### src/rtl/pll_cfg_pkg.sv
// Shared definitions for the pll_cfg reconfiguration sequencer:
// mgmt register map, sequencer states and the write-step index type.
package pll_cfg_pkg;

  localparam logic [5:0] ADDR_MODE  = 6'd0;
  localparam logic [5:0] ADDR_START = 6'd2;
  localparam logic [5:0] ADDR_N     = 6'd3;
  localparam logic [5:0] ADDR_M     = 6'd4;
  localparam logic [5:0] ADDR_C     = 6'd5;
  localparam logic [5:0] ADDR_K     = 6'd7;
  localparam logic [5:0] ADDR_BW    = 6'd8;
  localparam logic [5:0] ADDR_CP    = 6'd9;

  typedef enum logic [2:0] {IDLE, WRITE, PRST, LOCK, DONE} seq_state_t;

  typedef logic [2:0] step_t;

  localparam step_t LAST_STEP = 3'd7;

endpackage

### src/rtl/pll_recfg_seq.sv
// Runs one PLL reprogramming pass: eight mgmt writes with waitrequest
// handshake, a timed PLL reset pulse, then a lock-stability wait with timeout.
module pll_recfg_seq
  import pll_cfg_pkg::*;
#(
  parameter int unsigned RST_CYC     = 8,
  parameter int unsigned LOCK_STABLE = 16,
  parameter int unsigned LOCK_TMO    = 1000000,
  parameter logic [31:0] N_WORD      = 32'h0001_0000,
  parameter logic [31:0] CP_WORD     = 32'd1,
  parameter logic [31:0] BW_WORD     = 32'd7
) (
  input  logic        clk,
  input  logic        rst_n,
  input  logic        start,
  input  logic [31:0] cfg_m,
  input  logic [31:0] cfg_k,
  input  logic [31:0] cfg_c0,
  output logic        busy,
  output logic        done,
  output logic        error,
  output logic [5:0]  mgmt_address,
  output logic [31:0] mgmt_writedata,
  output logic        mgmt_write,
  input  logic        mgmt_waitrequest,
  input  logic        pll_locked,
  output logic        pll_reset
);

  localparam int unsigned TMO_W = $clog2(LOCK_TMO + 1);
  localparam int unsigned STB_W = $clog2(LOCK_STABLE + 1);
  localparam int unsigned RST_W = $clog2(RST_CYC + 1);
  localparam logic [TMO_W-1:0] TMO_MAX  = TMO_W'(LOCK_TMO);
  localparam logic [STB_W-1:0] STB_MAX  = STB_W'(LOCK_STABLE);
  localparam logic [RST_W-1:0] RST_LAST = RST_W'(RST_CYC - 1);

  seq_state_t       state_q;
  step_t            step_q;
  logic [31:0]      m_q, k_q, c0_q;
  logic [RST_W-1:0] rst_cnt_q;
  logic [STB_W-1:0] stable_q, stable_d;
  logic [TMO_W-1:0] tmo_q, tmo_d;
  logic             busy_q, done_q, error_q, write_q, pll_reset_q;
  logic [5:0]       addr_q;
  logic [31:0]      data_q;

  // Step table: {address, data} presented for each write step.
  function automatic logic [37:0] step_word(step_t s, logic [31:0] m, logic [31:0] k,
                                            logic [31:0] c0);
    case (s)
      3'd0:    return {ADDR_MODE, 32'd0};
      3'd1:    return {ADDR_M, m};
      3'd2:    return {ADDR_K, k};
      3'd3:    return {ADDR_N, N_WORD};
      3'd4:    return {ADDR_C, c0};
      3'd5:    return {ADDR_CP, CP_WORD};
      3'd6:    return {ADDR_BW, BW_WORD};
      default: return {ADDR_START, 32'd0};
    endcase
  endfunction

  // Saturating lock counters; stable restarts on any low sample.
  always_comb begin
    stable_d = stable_q;
    if (!pll_locked) begin
      stable_d = '0;
    end else if (stable_q != STB_MAX) begin
      stable_d = stable_q + 1'b1;
    end
    tmo_d = (tmo_q != TMO_MAX) ? tmo_q + 1'b1 : tmo_q;
  end

  always_ff @(posedge clk) begin
    if (!rst_n) begin
      state_q     <= IDLE;
      step_q      <= '0;
      m_q         <= '0;
      k_q         <= '0;
      c0_q        <= '0;
      rst_cnt_q   <= '0;
      stable_q    <= '0;
      tmo_q       <= '0;
      busy_q      <= 1'b0;
      done_q      <= 1'b0;
      error_q     <= 1'b0;
      write_q     <= 1'b0;
      pll_reset_q <= 1'b0;
      addr_q      <= '0;
      data_q      <= '0;
    end else begin
      done_q <= 1'b0;
      case (state_q)
        IDLE: begin
          if (start) begin
            m_q              <= cfg_m;
            k_q              <= cfg_k;
            c0_q             <= cfg_c0;
            error_q          <= 1'b0;
            busy_q           <= 1'b1;
            step_q           <= '0;
            write_q          <= 1'b1;
            {addr_q, data_q} <= step_word(3'd0, cfg_m, cfg_k, cfg_c0);
            state_q          <= WRITE;
          end
        end
        WRITE: begin
          if (!mgmt_waitrequest) begin
            if (step_q == LAST_STEP) begin
              write_q     <= 1'b0;
              addr_q      <= '0;
              data_q      <= '0;
              pll_reset_q <= 1'b1;
              rst_cnt_q   <= '0;
              state_q     <= PRST;
            end else begin
              step_q           <= step_q + 3'd1;
              {addr_q, data_q} <= step_word(step_q + 3'd1, m_q, k_q, c0_q);
            end
          end
        end
        PRST: begin
          if (rst_cnt_q == RST_LAST) begin
            pll_reset_q <= 1'b0;
            stable_q    <= '0;
            tmo_q       <= '0;
            state_q     <= LOCK;
          end else begin
            rst_cnt_q <= rst_cnt_q + 1'b1;
          end
        end
        LOCK: begin
          stable_q <= stable_d;
          tmo_q    <= tmo_d;
          // Stable lock is checked first so it wins over a same-cycle timeout.
          if (stable_d == STB_MAX) begin
            done_q  <= 1'b1;
            busy_q  <= 1'b0;
            error_q <= 1'b0;
            state_q <= DONE;
          end else if (tmo_d == TMO_MAX) begin
            done_q  <= 1'b1;
            busy_q  <= 1'b0;
            error_q <= 1'b1;
            state_q <= DONE;
          end
        end
        DONE:    state_q <= IDLE;
        default: state_q <= IDLE;
      endcase
    end
  end

  assign busy           = busy_q;
  assign done           = done_q;
  assign error          = error_q;
  assign mgmt_address   = addr_q;
  assign mgmt_writedata = data_q;
  assign mgmt_write     = write_q;
  assign pll_reset      = pll_reset_q;

endmodule
### config.mk
export PLATFORM = sky130hd
export DESIGN_NAME = pll_recfg_seq
export DESIGN_NICKNAME = d
export VERILOG_FILES = /design/src/rtl/pll_cfg_pkg.sv /design/src/rtl/pll_recfg_seq.sv
export SDC_FILE = /design/constraint.sdc
export NUM_CORES = 1
export LEC_CHECK = 0
export CORE_MARGIN = 2
export CORE_UTILIZATION = 47
export CTS_BUF_LIST = sky130_fd_sc_hd__clkbuf_16
export DETAILED_ROUTE_END_ITERATION = 6
export GPL_TIMING_DRIVEN = 0
export PLACE_DENSITY = 0.83
export SLEW_MARGIN = 0
export SYNTH_ARGS = -nofsm -noshare
export SYNTH_HDL_FRONTEND = slang
export SYNTH_SLANG_ARGS = --single-unit
### constraint.sdc
create_clock -name clk -period 2.42 [get_ports clk]
set_input_delay 0.484 -clock clk [delete_from_list [all_inputs] [get_ports clk]]
set_output_delay 0.484 -clock clk [all_outputs]
set_load 0.03 [all_outputs]
# Yosys cells after proc, flatten, opt, wreduce, memory -nomap -nowiden
# Index checks and enable logic that the tools add are counted.
# totals
register_bits	174
latch_bits	0
ramBits	0
romBits	0
in_bits	101
out_inout_bits	43
memories	0
# op_classes
addsub	4
multipliers	0
div_mod_pow	0
magnitude_cmp	0
n_eq_ne	22
shift	0
n_mux	48
bitwise_logic	0
reduce_logical	16
# op_table
operator	n
case mux 36 bit (7 select lines)	1
2-to-1 mux 32 bit	3
case mux 32 bit (2 select lines)	1
2-to-1 mux 20 bit	2
case mux 20 bit (2 select lines)	1
2-to-1 mux 3 bit	9
adder 20 x 1 -> 20 bit, second input constant	1
== test 20 bit, second input constant	1
inequality test 20 bit, second input constant	1
2-to-1 mux 4 bit	4
AND reduction 4 bit	4
2-to-1 mux 5 bit	3
2-to-1 mux 1 bit	13
== test 3 x 2 -> 1 bit, second input constant	4
== test 3 bit, second input constant	4
2-to-1 mux 6 bit	2
inequality test 2 bit, second input constant	6
case mux 3 bit (4 select lines)	1
case mux 6 bit (2 select lines)	1
case mux 5 bit (2 select lines)	1
case mux 1 bit (2 select lines)	4
case mux 4 bit (2 select lines)	1
nonzero test 2 bit	4
== test 3 x 1 -> 1 bit, second input constant	2
12 further kinds	16

# Longest topological paths before layout
# Gate-level depths: netlist of the first run.
# depth
depth_word	6
mapped_depth	9
depth_no_buf	8

# Worst setup path before layout of the first run
# OpenSTA, ideal clock, no wires.
# synth_timing
path_type	reg-to-reg
start	reg tmo_q[0]
end	reg error_q (netlist: error)
setup_time_ns	0.116
arrival_time_ns	2.403
required_time_ns	2.304
path_slack_ns	-0.099
path_stages_with_launch	9
n_path_buf	1
cell_sequence	dfxtp_1 ha_1 clkbuf_1 nand3_1 nor4_2 a311oi_1 o31ai_2 a211oi_2 a41o_1
# synth_between
elab_chain_cells	5
# synth_rtl
item	line	rtl
start: declaration	pll_recfg_seq.sv:42	logic [TMO_W-1:0] tmo_q, tmo_d;
start signal: assignment	pll_recfg_seq.sv:133	tmo_q <= tmo_d;
adder 20 x 1 -> 20 bit or inequality test 20 bit (tied branches)	pll_recfg_seq.sv:70	tmo_d = (tmo_q != TMO_MAX) ? tmo_q + 1'b1 : tmo_q;
2-to-1 mux 20 bit *	pll_recfg_seq.sv:70	
== test 20 bit *	pll_recfg_seq.sv:140	end else if (tmo_d == TMO_MAX) begin
inequality test 3 bit (no line) *	--	
AND reduction 3 bit (no line) *	--	
end signal: assignment	pll_recfg_seq.sv:85	error_q <= 1'b0;
end signal: assignment	pll_recfg_seq.sv:138	error_q <= 1'b0;
end signal: assignment	pll_recfg_seq.sv:143	error_q <= 1'b1;
end: declaration	pll_recfg_seq.sv:43	logic busy_q, done_q, error_q, write_q, pll_reset_q;
# Mark *: on every way between the ends. The rest lies on a longest branch, timed or not.
# A chain may end at the register's enable or synchronous reset.

# Worst setup path after layout of the first run
# layout_timing
start	reg tmo_q[12]
end	reg done_q (netlist: done)
# layout_between
elab_chain_cells	5
# layout_rtl
item	line	rtl
adder 20 x 1 -> 20 bit or inequality test 20 bit (tied branches)	pll_recfg_seq.sv:70	
2-to-1 mux 20 bit *	pll_recfg_seq.sv:70	
== test 20 bit *	pll_recfg_seq.sv:140	
2-to-1 mux 1 bit *	pll_recfg_seq.sv:140	
2-to-1 mux 1 bit *	pll_recfg_seq.sv:135	if (stable_d == STB_MAX) begin
end signal: assignment	pll_recfg_seq.sv:84	done_q <= 1'b0;
end signal: assignment	pll_recfg_seq.sv:136	done_q <= 1'b1;
end signal: assignment	pll_recfg_seq.sv:141	done_q <= 1'b1;
end: declaration	pll_recfg_seq.sv:43	
# Marks and branches as above.

==> results by group, run 1 <==
Floorplan
  – Row cnt: 46
  – Die width: about 130 µm
  – Die height: roughly 130 µm
  – Core footprint: approximately 16000 µm²
  – Die area: between 15000 and 20000 µm²
  – Initial core utilization: a little under half
  – Io pins: approximately 140

STA
  – Final setup fails: 2
  – F_max: just over 0.4 GHz
  – Setup WS post-layout: -0.00958 ns
  – Crit path time final: about 2.4 ns
  – Pins Over Slew Limit: 0
  – RSZ-0062 raised after global routing: yes
  – Final period utilization: 100%
  – Setup TNS: -0.0168 ns
  – Skew final: about 0.010 ns
  – Final Hold Vio Count: 0
  – Worst hold margin: 0.455 ns
  – Relative slew slack: between 50% and 60%
  – Least-Margin Pin Slew: approximately 0.64 ns

Clocking
  – CTS tree: built
  – Worst skew pair latency: 0.43 ns
  – Clock tree buffer depth: 2
  – CTS H-tree lvls: 4
  – Worst-path clk slew: about 0.070 ns
  – Clock sink count: ~170
  – CTS root buf: clkbuf_16
  – Hold_buf cts: 0
  – Total CTS buffers: 17

Route
  – Post-Route WL: 23800 µm
  – DRT Pass-1 Iters: 7
  – Post-DR wirelength/cell: roughly 18 µm
  – Residual DRC count: 0
  – Initial DRC count: a little over 800
  – Vias after detailed routing: approximately 7.7k
  – Antenna viol nets, final: 0
  – Vias per inst: 5.76

Setup path
  – Crit-path max FO: 6
  – Worst path required time: 2.79 ns
  – Critical path endpoint category: flop
  – Critical path launch point type: flop
  – Setup CP Type: flop to flop
  – Worst EP arrival: between 2 and 3 ns

Yosys
  – Top post-synthesis cells by area: dfxtp_1 (46%), nand2_1 (12%), a21oi_1 (8.0%)
  – EDFF count, synth: 0
  – Warnings, synthesis: 0
  – Synth Cell Area: between 7000 and 8000 µm²
  – FFs w/ async S/R, synth: 0%
  – Post-synthesis sequential area ratio: between 40% and 50%
  – Syn Inst Count: roughly 940
  – Avg Cell Area, Syn: roughly 8.0 µm²
  – Main flop type after synthesis: dfxtp_1
  – Yosys top cell area share: a little under half
  – Number of distinct library cells after synthesis: 63
  – Register bit count reported by yosys: 172
  – Cell taking the most area after synthesis: dfxtp_1

Placed design
  – DP HPWL: approximately 16000 µm
  – Pre-CTS setup slack: -0.522 ns
  – Final GP Congestion: 0.911
  – Port Buffers: approximately 140
  – Placed cells: 1302

Power and ir drop
  – Leakage: roughly 3.7 nW
  – Worst VDD drop: 561 µV
  – Pwr dens: roughly 730 nW/µm²

GRT
  – Initial antenna violation count: 0
  – Global-route wire length before repair: between 30000 and 40000 µm
  – Gr ovfl total: 0
  – Tot GR Track Use: approximately 28%
  – Largest net degree at the start of global routing: 17
  – Vias in the first global route: ~7.5k

Finish
  – Fin cells: roughly 1.3k
  – Layout area overhead: 34.0%
  – Area occupied by multi-input gates: approximately 3800 µm²
  – Final core occ: a little under two thirds
  – Sequential cell area: roughly 3500 µm²
  – Diodes inserted: 0
  – Final net count: between 1k and 1.5k
  – Share of cells above drive strength 1: under 10%
  – Filler instances: approximately 1.4k

Run status
  – Failing checks: negative setup slack
  – Status: finished, violations left

Hold path
  – Min-Delay Path Class: flop to flop

Run
  – MaxCap Viol Count: 0
-- sequential cells by signal, summed over array words and instances (netlist names) --
signal / cells
rst_cnt_q: 4
m_q: 32
busy: 1
c0_q: 32
pll_reset: 1
mgmt_writedata: 32
mgmt_write: 1
tmo_q: 20
stable_q: 5
error: 1
step_q: 3
done: 1
mgmt_address: 4
k_q: 32
state_q: 3
-- cells by family after synthesis --
family          count (synthesis)  share of synthesized area (%)
compound gates                262                           23.0
xor+xnor                        8                          0.931
fa+ha+maj                      11                           1.83
buf+inv                        93                           5.33
flops                         172                           45.7
mux                             4                          0.548
other cells                     1                         0.0498
simple gates                  393                           22.6
-- worst max-delay path, cell delays in order (launching register included) --
cell and delay [ns]:
dfxtp_4 0.34, or2_4 0.25, or4_4 0.44, or4_4 0.42
a2111o_1 0.41, a211oi_4 0.17, buf_6 0.17, o211a_1 0.16
-- routing by layer --
layer  GRT usage [%]  vias up  part of all wire (%)
li1                -     3663                     -
met1            34.5     3647                    40
met2            48.2      356                    49
met3            7.78       58                   8.7
met4            11.1        0                   2.5
met5               0        -                     0
-- final timing paths --
kind,start,to,slack (ns),depth (start not counted)
worst max-delay path,tmo_q[12],done,-0.01,7
worst min-delay path,k_q[25],k_q[25],0.46,2
worst max register to register,tmo_q[12],done,-0.01,7
worst min register to register,k_q[25],k_q[25],0.46,2
-- cell usage in the layout, fill, tap and decap left out, types with 4 or more instances in the layout --
master           instances
nor2b_1                  5
nand3_1                 17
dfxtp_1                157
nand2b_1                 6
and2_1                   5
nor2_1                  75
a21o_1                   5
buf_2                    5
nor3_1                   8
a2bb2oi_1               30
nand2_1                230
a222oi_1                28
a32oi_1                  4
o31ai_1                  5
a22oi_1                 10
a21oi_1                121
and3_1                   4
clkbuf_1                48
ha_1                     9
clkbuf_16               17
clkdlybuf4s50_1        141
o21ai_0                 31
dfxtp_2                 13
nand3b_1                 5
a31oi_1                  4
xor2_1                   6
inv_1                   15
a311oi_1                 6
nor4_1                   6
nand4_1                  7
clkbuf_2                 9
buf_4                   15
-- power breakdown --
part / internal [mW] / switching (mW)
registers: 3.03 / 0.128
clock network: 1.64 / 1.22
logic: 0.547 / 0.825
-- layout make-up --
type,count,area share (%)
multi-input combinational,680,37.9
tap,216,2.68
timing repair buffer,155,15.1
buffer,71,3.35
sequential,172,34.4
clock inverter,15,1.84
clock buffer,17,4.22
inverter,15,0.558
-- per-stage QoR --
stage | cell area (µm²) | total power, mW
after global placement | 9230 | 4.50
final | 10100 | 7.39
after detailed placement | 9230 | 4.53
after global routing | 10100 | 7.65
after CTS | 10000 | 7.36
after floorplan | 7550 | 4.00
-- cells in the mapped netlist, types with 3 or more instances --
library cell / number
nand2_1: 231
dfxtp_1: 172
a21oi_1: 121
nor2_1: 75
clkbuf_1: 69
o21ai_0: 31
a2bb2oi_1: 30
a222oi_1: 28
nand3_1: 19
inv_1: 15
ha_1: 11
a22oi_1: 10
nor3_1: 9
nor4_1: 9
nand4_1: 7
a311oi_1: 6
nand2b_1: 6
xor2_1: 6
a21o_1: 5
and2_1: 5
nand3b_1: 5
nor2b_1: 5
o31ai_1: 5
a31oi_1: 4
a32oi_1: 4
and3_1: 4
buf_4: 4
clkbuf_8: 3
mux2i_1: 3
-- what timing repair did --
| item | 4_1_cts | 5_1_grt |
|---|---|---|
| pin swaps | 7 | 6 |
| gates resized for setup | 35 | 41 |
| setup endpoints to repair | 75 | 66 |
| buffers inserted | 12 | 2 |
| cloned | 0 | 0 |
Note: power is estimated with default switching activity, not from simulation.
==> inputs of run 2 (changes only) <==
- CORE_MARGIN: 2 -> default
==> run 2 against run 1 <==
Compared with the run above: the run still ends with negative setup slack left; critical path depth unchanged; sequential share of layout area increased by 0.10 points; core utilization increased by 1.1 points; clock power about the same; non-clock buffer count decreased by 2; die area decreased by 3.0%; register-to-register slack got worse by 0.04 ns; combinational power about the same; hold slack improved by 0.0017 ns; routed wire length decreased by 1.3%; global-route usage increased by 0.36 points.
==> results by group, run 2 (same netlist as run 1, synthesis figures left out) <==
STA
  – Pins Over Slew Limit: 0
  – Setup TNS: -0.106 ns
  – Setup WS post-layout: -0.0523 ns
  – F_max: around 0.40 GHz
  – Relative slew slack: 56.9%
  – RSZ-0062 raised after global routing: yes
  – Skew final: ~0.0095 ns
  – Final period utilization: 102%
  – Final setup fails: 4
  – Final Hold Vio Count: 0
  – Least-Margin Pin Slew: 0.646 ns
  – Crit path time final: about 2.5 ns

Setup path
  – Worst path required time: roughly 2.8 ns
  – R2R setup slack: -0.05 ns
  – RR Startpoint: tmo_q[12]
  – Critical path launch point type: flop
  – Critical path endpoint category: flop
  – Setup CP Type: flop to flop
  – Crit-path max FO: 7
  – Worst Reg-to-Reg Cells: 7
  – Worst EP arrival: between 2 and 3 ns
  – R2r endpoint: done

Clocking
  – Worst skew pair latency: around 0.44 ns
  – CTS root buf: clkbuf_16
  – Hold_buf cts: 0
  – CTS tree: built
  – Total CTS buffers: 17
  – CTS H-tree lvls: 4
  – Worst-path clk slew: 0.07 ns
  – Clock sink count: roughly 170
  – Clock tree buffer depth: 2

Floorplan
  – Io pins: ~140
  – Initial core utilization: between 40% and 50%
  – Die area: 16500 µm²
  – Row cnt: between 40 and 50
  – Die width: approximately 130 µm
  – Die height: 129 µm
  – Core footprint: about 15000 µm²

Finish
  – Cell area after layout: approximately 10000 µm²
  – Layout area overhead: 33.3%
  – Most common cell after layout, fill and taps aside: nand2_1
  – Fin cells: 1334
  – Diodes inserted: 0
  – Share of cells above drive strength 1: a little under 9%
  – Final core occ: ~65%
  – Most frequent cells in the layout: nand2_1 (230), dfxtp_1 (163), clkdlybuf4s50_1 (141), a21oi_1 (121), nor2_1 (75)
  – Final net count: about 1.2k

Hold path
  – Min-Delay Path Class: flop to flop
  – Hold Path Cell Cnt: 2
  – Hold endpoint: c0_q[19]
  – Hold wc startpoint: c0_q[19]

Route
  – Vias per inst: roughly 5.8
  – Post-Route WL: between 20000 and 25000 µm
  – DRT Pass-1 Iters: 6
  – Antenna viol nets, final: 0
  – Vias after detailed routing: between 7k and 8k
  – Residual DRC count: 0
  – Initial DRC count: slightly above 800
  – Post-DR wirelength/cell: between 15 and 20 µm

Power and ir drop
  – Leakage: 3.69 nW
  – Pwr dens: ~730 nW/µm²
  – Pwr Total: ~7.4 mW
  – Worst VDD drop: just over 500 µV

Placed design
  – Port Buffers: approximately 140
  – DP HPWL: between 15000 and 20000 µm
  – Placed cells: between 1k and 1.5k
  – Final GP Congestion: 0.960
  – Placed cell area: slightly above 9000 µm²

GRT
  – Gr ovfl total: 0
  – Vias in the first global route: ~7.5k
  – Initial antenna violation count: 0
  – Largest net degree at the start of global routing: 18
  – Tot GR Track Use: roughly 29%
  – Global-route wire length before repair: roughly 37000 µm

Run status
  – Failing checks: negative setup slack
  – Status: finished, violations left

Run
  – MaxCap Viol Count: 0
run 2: cell types whose count changed in the layout (fill, tap and decap cells not counted), moves of 2 or more:
| cell | before | now |
|---|---|---|
| buf_2 | 5 | 2 |
| buf_4 | 15 | 12 |
| clkbuf_1 | 48 | 50 |
| clkbuf_2 | 9 | 13 |
| clkbuf_4 | 3 | 0 |
| clkinv_8 | 0 | 2 |
| clkinvlp_4 | 2 | 0 |
| dfxtp_1 | 157 | 163 |
| dfxtp_2 | 13 | 7 |
| inv_6 | 3 | 5 |
run 2: per-stage QoR:
step	hold slack [ns]	setup WS (ns)
final	0.457	-0.0523
after detailed placement	0.446	-0.573
after global placement	0.439	-0.550
after floorplan	0.433	0.0158
after CTS	0.456	-0.0178
after global routing	0.473	-0.109
run 2: worst max path at each step:
stage,from,to,slack [ns],cells past startpoint
global placement,start,m_q[24],-0.55,8
CTS,tmo_q[12],done,-0.02,7
detailed placement,start,m_q[24],-0.57,8
finish,tmo_q[12],done,-0.05,7
floorplan,tmo_q[12],error,0.02,7
global route,tmo_q[12],done,-0.11,7
run 2: worst max-delay path, stage by stage, from the launching register on:
cell and delay [ns]:
dfxtp_4 0.37, or2_4 0.26, or4_4 0.44, or4_4 0.42, a2111o_1 0.41, a211oi_4 0.18
buf_6 0.17, o211a_1 0.17
run 2: layout make-up:
class	count	area (µm²)
inverter	15	56.3
sequential	172	3460
fill	1293	5390
clock inverter	15	181
multi-input combinational	680	3810
timing repair buffer	152	1500
tap	211	264
clock buffer	17	425
buffer	72	342
run 2: timing repair:
| item | 4_1_cts | 5_1_grt |
|---|---|---|
| gates resized for setup | 26 | 32 |
| setup buffers | 7 | 4 |
| pin swaps | 4 | 6 |
| gates cloned | 0 | 0 |
| hold endpoints to repair | 0 | 0 |
| endpoints found under the setup margin | 74 | 65 |
run 2: power by group:
| group | internal [mW] | switching, mW |
|---|---|---|
| clock | 1.56 | 1.27 |
| sequential | 3.03 | 0.128 |
| combinational | 0.544 | 0.820 |
run 2: routing by layer:
layer	up-vias	wire length (µm)	GRT usage, %
met1	3666	9610	34.1
met2	395	11200	48.7
met3	65	1890	7.48
met4	0	773	13.5
met5	-	0	0
li1	3656	-	-
==> inputs of run 3 (changes only) <==
- RECOVER_POWER: default -> 50
==> run 3 against run 2 <==
Compared with the run above: the run ends with design-rule violations, negative setup slack left; global-route usage unchanged; cell count stayed put; die area stayed put; sequential power about the same; register-to-register slack is essentially flat; routed wire length barely moved; clock power about the same; core utilization stayed put; clock skew barely moved; critical path depth stayed put; worst setup slack lost 0.0049 ns; power is essentially flat; highest routed layer unchanged.
==> results by group, run 3 (same netlist as run 1, synthesis figures left out) <==
STA
  – Setup WS post-layout: -0.0572 ns
  – Pins Over Slew Limit: 0
  – Setup TNS: -0.121 ns
  – Relative slew slack: between 50% and 60%
  – Final setup fails: 4
  – Skew final: 0.00965 ns
  – Final Hold Vio Count: 0
  – Least-Margin Pin Slew: 0.644 ns
  – Crit path time final: ~2.5 ns
  – F_max: between 0.4 and 0.5 GHz
  – RSZ-0062 raised after global routing: yes
  – Final period utilization: 102%

Floorplan
  – Row cnt: 45
  – Die height: between 100 and 150 µm
  – Core footprint: 15400 µm²
  – Die width: 129 µm
  – Initial core utilization: 48.8%
  – Io pins: ~140
  – Die area: ~17000 µm²

Route
  – Post-Route WL: approximately 23000 µm
  – DRT Pass-1 Iters: 7
  – Vias per inst: 5.80
  – Residual DRC count: 9
  – Post-DR wirelength/cell: roughly 18 µm
  – Vias after detailed routing: 7731
  – Initial DRC count: between 800 and 900
  – Antenna viol nets, final: 0

Finish
  – Layout area overhead: 33.3%
  – Area occupied by multi-input gates: roughly 3800 µm²
  – Fin cells: between 1k and 1.5k
  – Most frequent cells in the layout: nand2_1 (230), dfxtp_1 (163), a21oi_1 (121), clkdlybuf4s50_1 (99), nor2_1 (75)
  – Most common cell after layout, fill and taps aside: nand2_1
  – Share of cells above drive strength 1: 8.90%
  – Filler instances: between 1k and 1.5k
  – Final core occ: about two thirds
  – Sequential cell area: 3460 µm²
  – Final net count: 1222
  – Diodes inserted: 0

Placed design
  – DP HPWL: between 15000 and 20000 µm
  – Placed cells: approximately 1.3k
  – Final GP Congestion: ~0.96
  – Port Buffers: between 100 and 150

Setup path
  – Crit path max-delay cell type: or4_4
  – Setup crit end: done
  – Worst EP arrival: between 2 and 3 ns
  – Critical path launch point type: flop
  – Crit path depth: 7
  – Critical path buffers and inverters: 1
  – Worst path required time: about 2.8 ns
  – R2r endpoint: done
  – CP Cell Sequence: or2_4 -> or4_4 -> or4_4 -> a2111o_1 -> a211oi_4 -> buf_6 -> o211a_1
  – Setup CP Type: flop to flop
  – Top Family by Delay on Critical Path: simple AND/OR/NAND/NOR gates
  – R2R setup slack: -0.06 ns
  – CP most frequent cell: or4_4
  – Slowest stage delay, CP: 0.44 ns
  – Worst Reg-to-Reg Cells: 7
  – Critical path endpoint category: flop
  – Crit-path max FO: 7
  – RR Startpoint: tmo_q[12]
  – Crit path launch: tmo_q[12]

Clocking
  – CTS H-tree lvls: 4
  – Total CTS buffers: 17
  – Hold_buf cts: 0
  – CTS tree: built
  – Clock tree buffer depth: 2
  – Clock sink count: 172
  – CTS root buf: clkbuf_16
  – Worst skew pair latency: between 0.4 and 0.5 ns
  – Worst-path clk slew: approximately 0.070 ns

Hold path
  – Min-Delay Path Class: flop to flop
  – Hold Path Cell Cnt: 2

GRT
  – Initial antenna violation count: 0
  – Gr ovfl total: 0
  – Largest net degree at the start of global routing: 18
  – Tot GR Track Use: 28.8%
  – Global-route wire length before repair: between 30000 and 40000 µm
  – Vias in the first global route: 7458

Power and ir drop
  – Worst VDD drop: 519 µV
  – Pwr dens: 732 nW/µm²
  – Leakage: 3.83 nW
  – Pwr Total: roughly 7.3 mW

Run
  – MaxCap Viol Count: 0

Run status
  – Failing checks: design-rule violations, negative setup slack
  – Status: finished, violations left
-- run 3: per-layer routing --
metal	track usage, %	up-vias	part of all wire [%]
met4	13.5	0	3.3
met5	0	-	0
met3	7.48	65	8.0
met1	34.1	3627	41
li1	-	3650	-
met2	48.7	389	48
-- run 3: area by class of cell --
cell class              count  area share [%]
inverters                  15           0.561
clock buffers              17            4.24
multi-input cells         680            38.0
plain buffers              72            3.40
repair buffers            152            14.9
well taps                 211            2.63
flip-flops and latches    172            34.5
clock inverters            15            1.81
-- run 3: what timing repair did --
item                       4_1_cts  5_1_grt
pin swaps                        4        6
buffers inserted                 7        4
setup endpoints to repair       74       65
resized for setup               26       32
-- run 3: how the worst min path moves through the flow --
stage / from / to / slack, ns
floorplan: k_q[0] / k_q[0] / 0.43
global placement: k_q[0] / k_q[0] / 0.44
detailed placement: c0_q[6] / c0_q[6] / 0.45
CTS: k_q[0] / k_q[0] / 0.46
global route: mgmt_address[2] / mgmt_address[2] / 0.47
finish: k_q[0] / k_q[0] / 0.46
-- run 3: power breakdown --
group / internal (mW) / switching [mW] / total (mW)
registers: 3.03 / 0.128 / 3.16
logic: 0.535 / 0.821 / 1.36
clock network: 1.56 / 1.27 / 2.83
-- run 3: metrics by stage --
stage	worst slack [ns]	hold WS, ns	area, µm²
detailed placement	-0.573	0.446	9220
global route	-0.109	0.472	10000
floorplan	0.0158	0.433	7550
CTS	-0.0178	0.456	9940
global placement	-0.550	0.439	9220
finish	-0.0572	0.456	10000
-- run 3: worst reg2reg max path, cell delays in order (launching register included) --
cell,delay [ns]
dfxtp_4,0.37
or2_4,0.26
or4_4,0.44
or4_4,0.42
a2111o_1,0.41
a211oi_4,0.18
buf_6,0.17
o211a_1,0.17
==> RTL change 1 (config.mk and constraints of run 1) <==
Register the output `error` once more; this adds one clock of latency there. The other outputs are not delayed to match.
--- a/src/rtl/pll_recfg_seq.sv
+++ b/src/rtl/pll_recfg_seq.sv
@@ -152,7 +152,9 @@
 
   assign busy           = busy_q;
   assign done           = done_q;
-  assign error          = error_q;
+  always_ff @(posedge clk) begin
+    error <= error_q;
+  end
   assign mgmt_address   = addr_q;
   assign mgmt_writedata = data_q;
   assign mgmt_write     = write_q;
Behaviour: same outputs for any inputs over 4 cycles, from zero or initial values and one cycle with rst_n low; that may be too few to reach the edited logic, so the function may still have changed.
==> RTL change 1 against run 1 <==
  * The flow still finishes with violations (setup timing)
  * Sequential cell count up 1
  * Sequential share of layout area increased by 0.14 points
  * Critical path depth fell by 1
  * Synthesized cell count rose by 0.11%
  * Power down 0.93%
  * Non-clock buffer count increased by 1
  * Final cell count is 0.15% higher
  * Largest power group unchanged
  * Wire length fell by 0.29%
  * Highest routed layer unchanged
  * Utilization is 0.079 points higher
  * Synthesized area grew 0.27%
  * Setup slack lost 0.076 ns
  * Design area is 0.12% higher
==> RTL change 1: results (changes against run 1) <==
| Metric | Value |
|---|---|
| Status | finished, violations left |
| Failing checks | setup timing |
| Worst Setup Slack, final | -0.08536 ns (-0.07579 ns) |
| Pre-antenna DRT Iters | 6 (-1) |
| NumNets Final | 1226 (+0.16%) |
| Setup violators final | 6 (+4) |
| Critical Path AT | 2.89 ns (+0.09 ns) |
| Worst hold start | error_q |
| Depth of the most critical reg-to-reg path | 6 (-1) |
| Proportion of layout cells with a drive suffix above 1 | 0.09760 (-0.0001735) |
| Filler Cells Inserted | 1366 (+0.44%) |
| Vias in the first global route | 7626 (+2.3%) |
| Synth top cells by count | nand2_1, dfxtp_1, a21oi_1 |
| Clock buffer count from CTS | 17 (unchanged) |
| Final Skew | 0.006145 ns (-0.004034 ns) |
| Antenna diodes | 0 (unchanged) |
| WHS Path Cells | 0 (-2) |
| Sequential-to-total area share from yosys stat | 0.4588 (+0.001439) |
| Critical Path Fanout Max | 6 (unchanged) |
| Peak supply drop | 549.0 uV (-2.2%) |
| Clock slew at reported path FFs | 0.07 ns (about the same) |
| Hold EP | error |
| Fin Setup TNS | -0.2848 ns (-0.2680 ns) |
| Post-DP HPWL | 16690 um (+1.9%) |
| Worst R2R End | error_q |
| Placer Congestion | 0.9099 (about the same) |
| Top post-synthesis cells by area | dfxtp_1, nand2_1, a21oi_1 |
| First-pass GRT wire length | 37810 um (+0.66%) |
| Via Count | 7732 (+0.10%) |
| DRT iter0 DRCs | 734 (-11%) |
| Dpl ws | -0.5734 ns (-0.05124 ns) |
| Max transition margin | 0.5405 (-0.03461) |
| Leakage power | 0.003719 uW (about the same) |
RTL change 1: layout make-up:
class / instances / share of cell area
plain buffers: 71 / 0.03295
clock buffers: 17 / 0.04212
clock inverters: 15 / 0.01610
inverters: 15 / 0.005574
multi-input cells: 680 / 0.3805
flip-flops and latches: 173 / 0.3451
well taps: 216 / 0.02676
repair buffers: 156 / 0.1509
RTL change 1: stage by stage:
| stage | power [uW] | cell area [um2] | instances | hold slack (ns) |
|---|---|---|---|---|
| 2_1_floorplan | 4014 | 7569 | 946 | 0.3311 |
| 3_3_place_gp | 4515 | 9250 | 1303 | 0.3601 |
| 3_5_place_dp | 4552 | 9250 | 1303 | 0.3600 |
| 4_1_cts | 7270 | 9987 | 1341 | 0.3683 |
| 5_1_grt | 7571 | 10100 | 1343 | 0.3852 |
| 6_report | 7323 | 10100 | 1343 | 0.3729 |
RTL change 1: worst max path at each step:
stage | start | end | slack (ns) | cells past startpoint
2_1_floorplan | tmo_q[12] | error_q | 0.02 | 7
3_3_place_gp | start | m_q[0] | -0.56 | 8
3_5_place_dp | start | k_q[29] | -0.57 | 8
4_1_cts | tmo_q[16] | done | -0.04 | 7
5_1_grt | tmo_q[12] | done | -0.10 | 6
6_report | tmo_q[12] | error_q | -0.09 | 6
RTL change 1: repair_timing:
item / 4_1_cts / 5_1_grt
setup endpoints to repair: 77 / 66
setup buffers: 11 / 4
resized for setup: 29 / 42
pin swaps: 6 / 6
endpoints found under the hold margin: 0 / 0
cloned: 0 / 0
RTL change 1: routing by layer:
layer  GRT usage  part of all wire  wire length, um  vias up
met5           0                 0                0        -
met4      0.1339             0.030              710        0
met3     0.07003             0.079             1861       66
met2      0.4841              0.49            11640      389
met1      0.3425              0.40             9490     3621
li1            -                 -                -     3656
RTL change 1: cells by family (layout without fill, tap and decap cells):
family	Yosys count	count (layout)	share of synthesized area
other	1	2	0.0004968
muxes	4	4	0.005470
and+or+nand+nor	393	393	0.2253
DFF	173	173	0.4588
AOI/OAI and AO/OA	262	262	0.2292
xor gates and xnor gates	8	8	0.009283
buffers and inverters	93	274	0.05321
adders and majority gates	11	11	0.01823
RTL change 1: report_power, final:
group	internal, uW	switching [uW]
sequential	3050	131
clock	1540	1230
combinational	551	825
==> RTL change 2 (settings of run 1) <==
Without the edit above. Set the parameter `RST_CYC` to 4 (it was 8).
--- a/src/rtl/pll_recfg_seq.sv
+++ b/src/rtl/pll_recfg_seq.sv
@@ -3,7 +3,7 @@
 module pll_recfg_seq
   import pll_cfg_pkg::*;
 #(
-  parameter int unsigned RST_CYC     = 8,
+  parameter int unsigned RST_CYC     = 4,
   parameter int unsigned LOCK_STABLE = 16,
   parameter int unsigned LOCK_TMO    = 1000000,
   parameter logic [31:0] N_WORD      = 32'h0001_0000,
Formal check against the unedited RTL: same outputs for any inputs over 4 cycles, from zero or initial values and one cycle with rst_n low; that may be too few to reach the edited logic, so the function may still have changed.
==> RTL change 2 against run 1 <==
  * Fmax is 0.91% higher
  * Sequential power is 6% higher
  * Sequential cell count decreased by 1
  * Design area shrank 2.0%
  * Power rose by 8.5%
  * Global-route usage decreased by 1.5 points
  * Wire length is 3.1% lower
  * Clock power shrank 9.4%
  * Critical path depth grew 1
  * Setup slack gained 0.022 ns
  * Synthesized area shrank 1.7%
  * Critical path type unchanged
  * Critical endpoint is now busy
==> RTL change 2: results (changes against run 1) <==
| Metric | Value |
|---|---|
| Status | complete, no violations |
| Setup violators final | 0 (-2) |
| Pre-antenna DRT Iters | 7 (unchanged) |
| Critical Path AT | 2.74 ns (-0.06 ns) |
| Proportion of layout cells with a drive suffix above 1 | 0.08178 (-0.01600) |
| Antenna diodes | 0 (unchanged) |
| Via Count | 7688 (-0.47%) |
| CTS Root Cell | clkbuf_16 |
| Post-DP Area | 9069 um2 (-1.7%) |
| Synth top cells by count | nand2_1, dfxtp_1, a21oi_1 |
| DR top layer | met4 |
| First-pass GRT wire length | 35470 um (-5.6%) |
| DRT iter0 DRCs | 854 (+3.8%) |
| Placer Congestion | 0.9479 (+4.1%) |
| P_int | 5266 uW (+0.83%) |
| Sequential-to-total area share from yosys stat | 0.4628 (+0.005417) |
| NumNets Final | 1228 (+0.33%) |
| Met3 wire length | 2133 um (+2.8%) |
| Avg Vias per Cell | 5.754 (about the same) |
| # port buffers | 140 (-0.71%) |
| Met2 Resource Use GR | 0.4198 (-0.06211) |
| Met2 Wirelength | 10280 um (-11%) |
| DRT met1 WL | 9740 um (+2.4%) |
| Leakage power | 0.003562 uW (-4.2%) |
| Dpl ws | -0.5327 ns (-0.01051 ns) |
| Ys async rst share | 0 (unchanged) |
| Xor/xnor cell area share of the yosys netlist | 0.007104 (-0.002203) |
| Post-DP HPWL | 16030 um (-2.1%) |
| Max transition margin | 0.4733 (-0.1018) |
| GR Util met3 | 0.05698 (-0.02079) |
| Skew-Pair Late Insertion Delay | 0.44 ns |
| Mux cell area share after synthesis | 0.004060 (-0.001425) |
| Final Skew | 0.008106 ns (-0.002073 ns) |
| Cell variety after synth | 64 (+1.6%) |
| Initial antenna violation count | 0 (unchanged) |
| Compound-cell area share of the yosys netlist | 0.2153 (-0.01452) |
| Worst path max stage delay | 0.54 ns (+0.10 ns) |
| GRT Util Overall | 0.2696 (-0.01469) |
| Filler Cells Inserted | 1304 (-4.1%) |
| Vias in the first global route | 7126 (-4.4%) |
| Placed instance count | 1296 (-0.46%) |
| Worst-path cell with the longest stage delay | or4_1 |
| Synth warn | 0 (unchanged) |
| Top post-synthesis cells by area | dfxtp_1, nand2_1, a21oi_1 |
| Met1 usage | 0.3541 (+0.009587) |
| Post-Synth Adder-Cell Area | 0.02537 (+0.007091) |
| Peak supply drop | 601.7 uV (+7.2%) |
| WL/cell | 17.25 um (-2.7%) |
==> RTL change 2: cell families after synthesis <==
| kind of cell | count (synthesis) |
|---|---|
| mux | 3 |
| xor+xnor | 6 |
| fa+ha+maj | 15 |
| compound gates | 259 |
| flops | 171 |
| buf+inv | 90 |
| simple gates | 399 |
| other cells | 1 |
==> RTL change 2: cell type report <==
| class | instances | area [um2] | area share |
|---|---|---|---|
| repair buffers | 152 | 1504 | 0.1521 |
| clock inverters | 15 | 122.6 | 0.01240 |
| multi-input cells | 684 | 3755 | 0.3798 |
| inverters | 12 | 45.04 | 0.004556 |
| clock buffers | 17 | 425.4 | 0.04303 |
| plain buffers | 74 | 330.3 | 0.03341 |
| flip-flops and latches | 171 | 3441 | 0.3480 |
| well taps | 211 | 264.0 | 0.02670 |
==> RTL change 2: worst max-delay path: cells and delay by family (launching register included) <==
family                     cells  cell delay [ns]
AOI/OAI and AO/OA              3             0.51
adders and majority gates      1             0.18
buffers and inverters          1             0.17
DFF                            1             0.39
and+or+nand+nor                3             1.06
==> RTL change 2: power groups by stage <==
stage	clock network, uW	registers, uW	logic [uW]
final	2590	3340	2090
after global routing	2710	3370	2300
after CTS	2590	3330	2050
after floorplan	0	3400	1240
after detailed placement	0	3390	2020
after global placement	0	3380	1990
==> RTL change 2: final timing paths <==
check	startpoint	end	slack [ns]	depth (start not counted)
worst max-delay path	tmo_q[0]	busy	0.01	8
worst min-delay path	k_q[19]	k_q[19]	0.46	2
worst max register to register	tmo_q[0]	busy	0.01	8
worst min register to register	k_q[19]	k_q[19]	0.46	2
==> RTL change 2: what timing repair did <==
action,CTS,global route
setup endpoints to repair,72,82
setup buffers,3,9
resized for setup,21,41
pin swaps,3,6
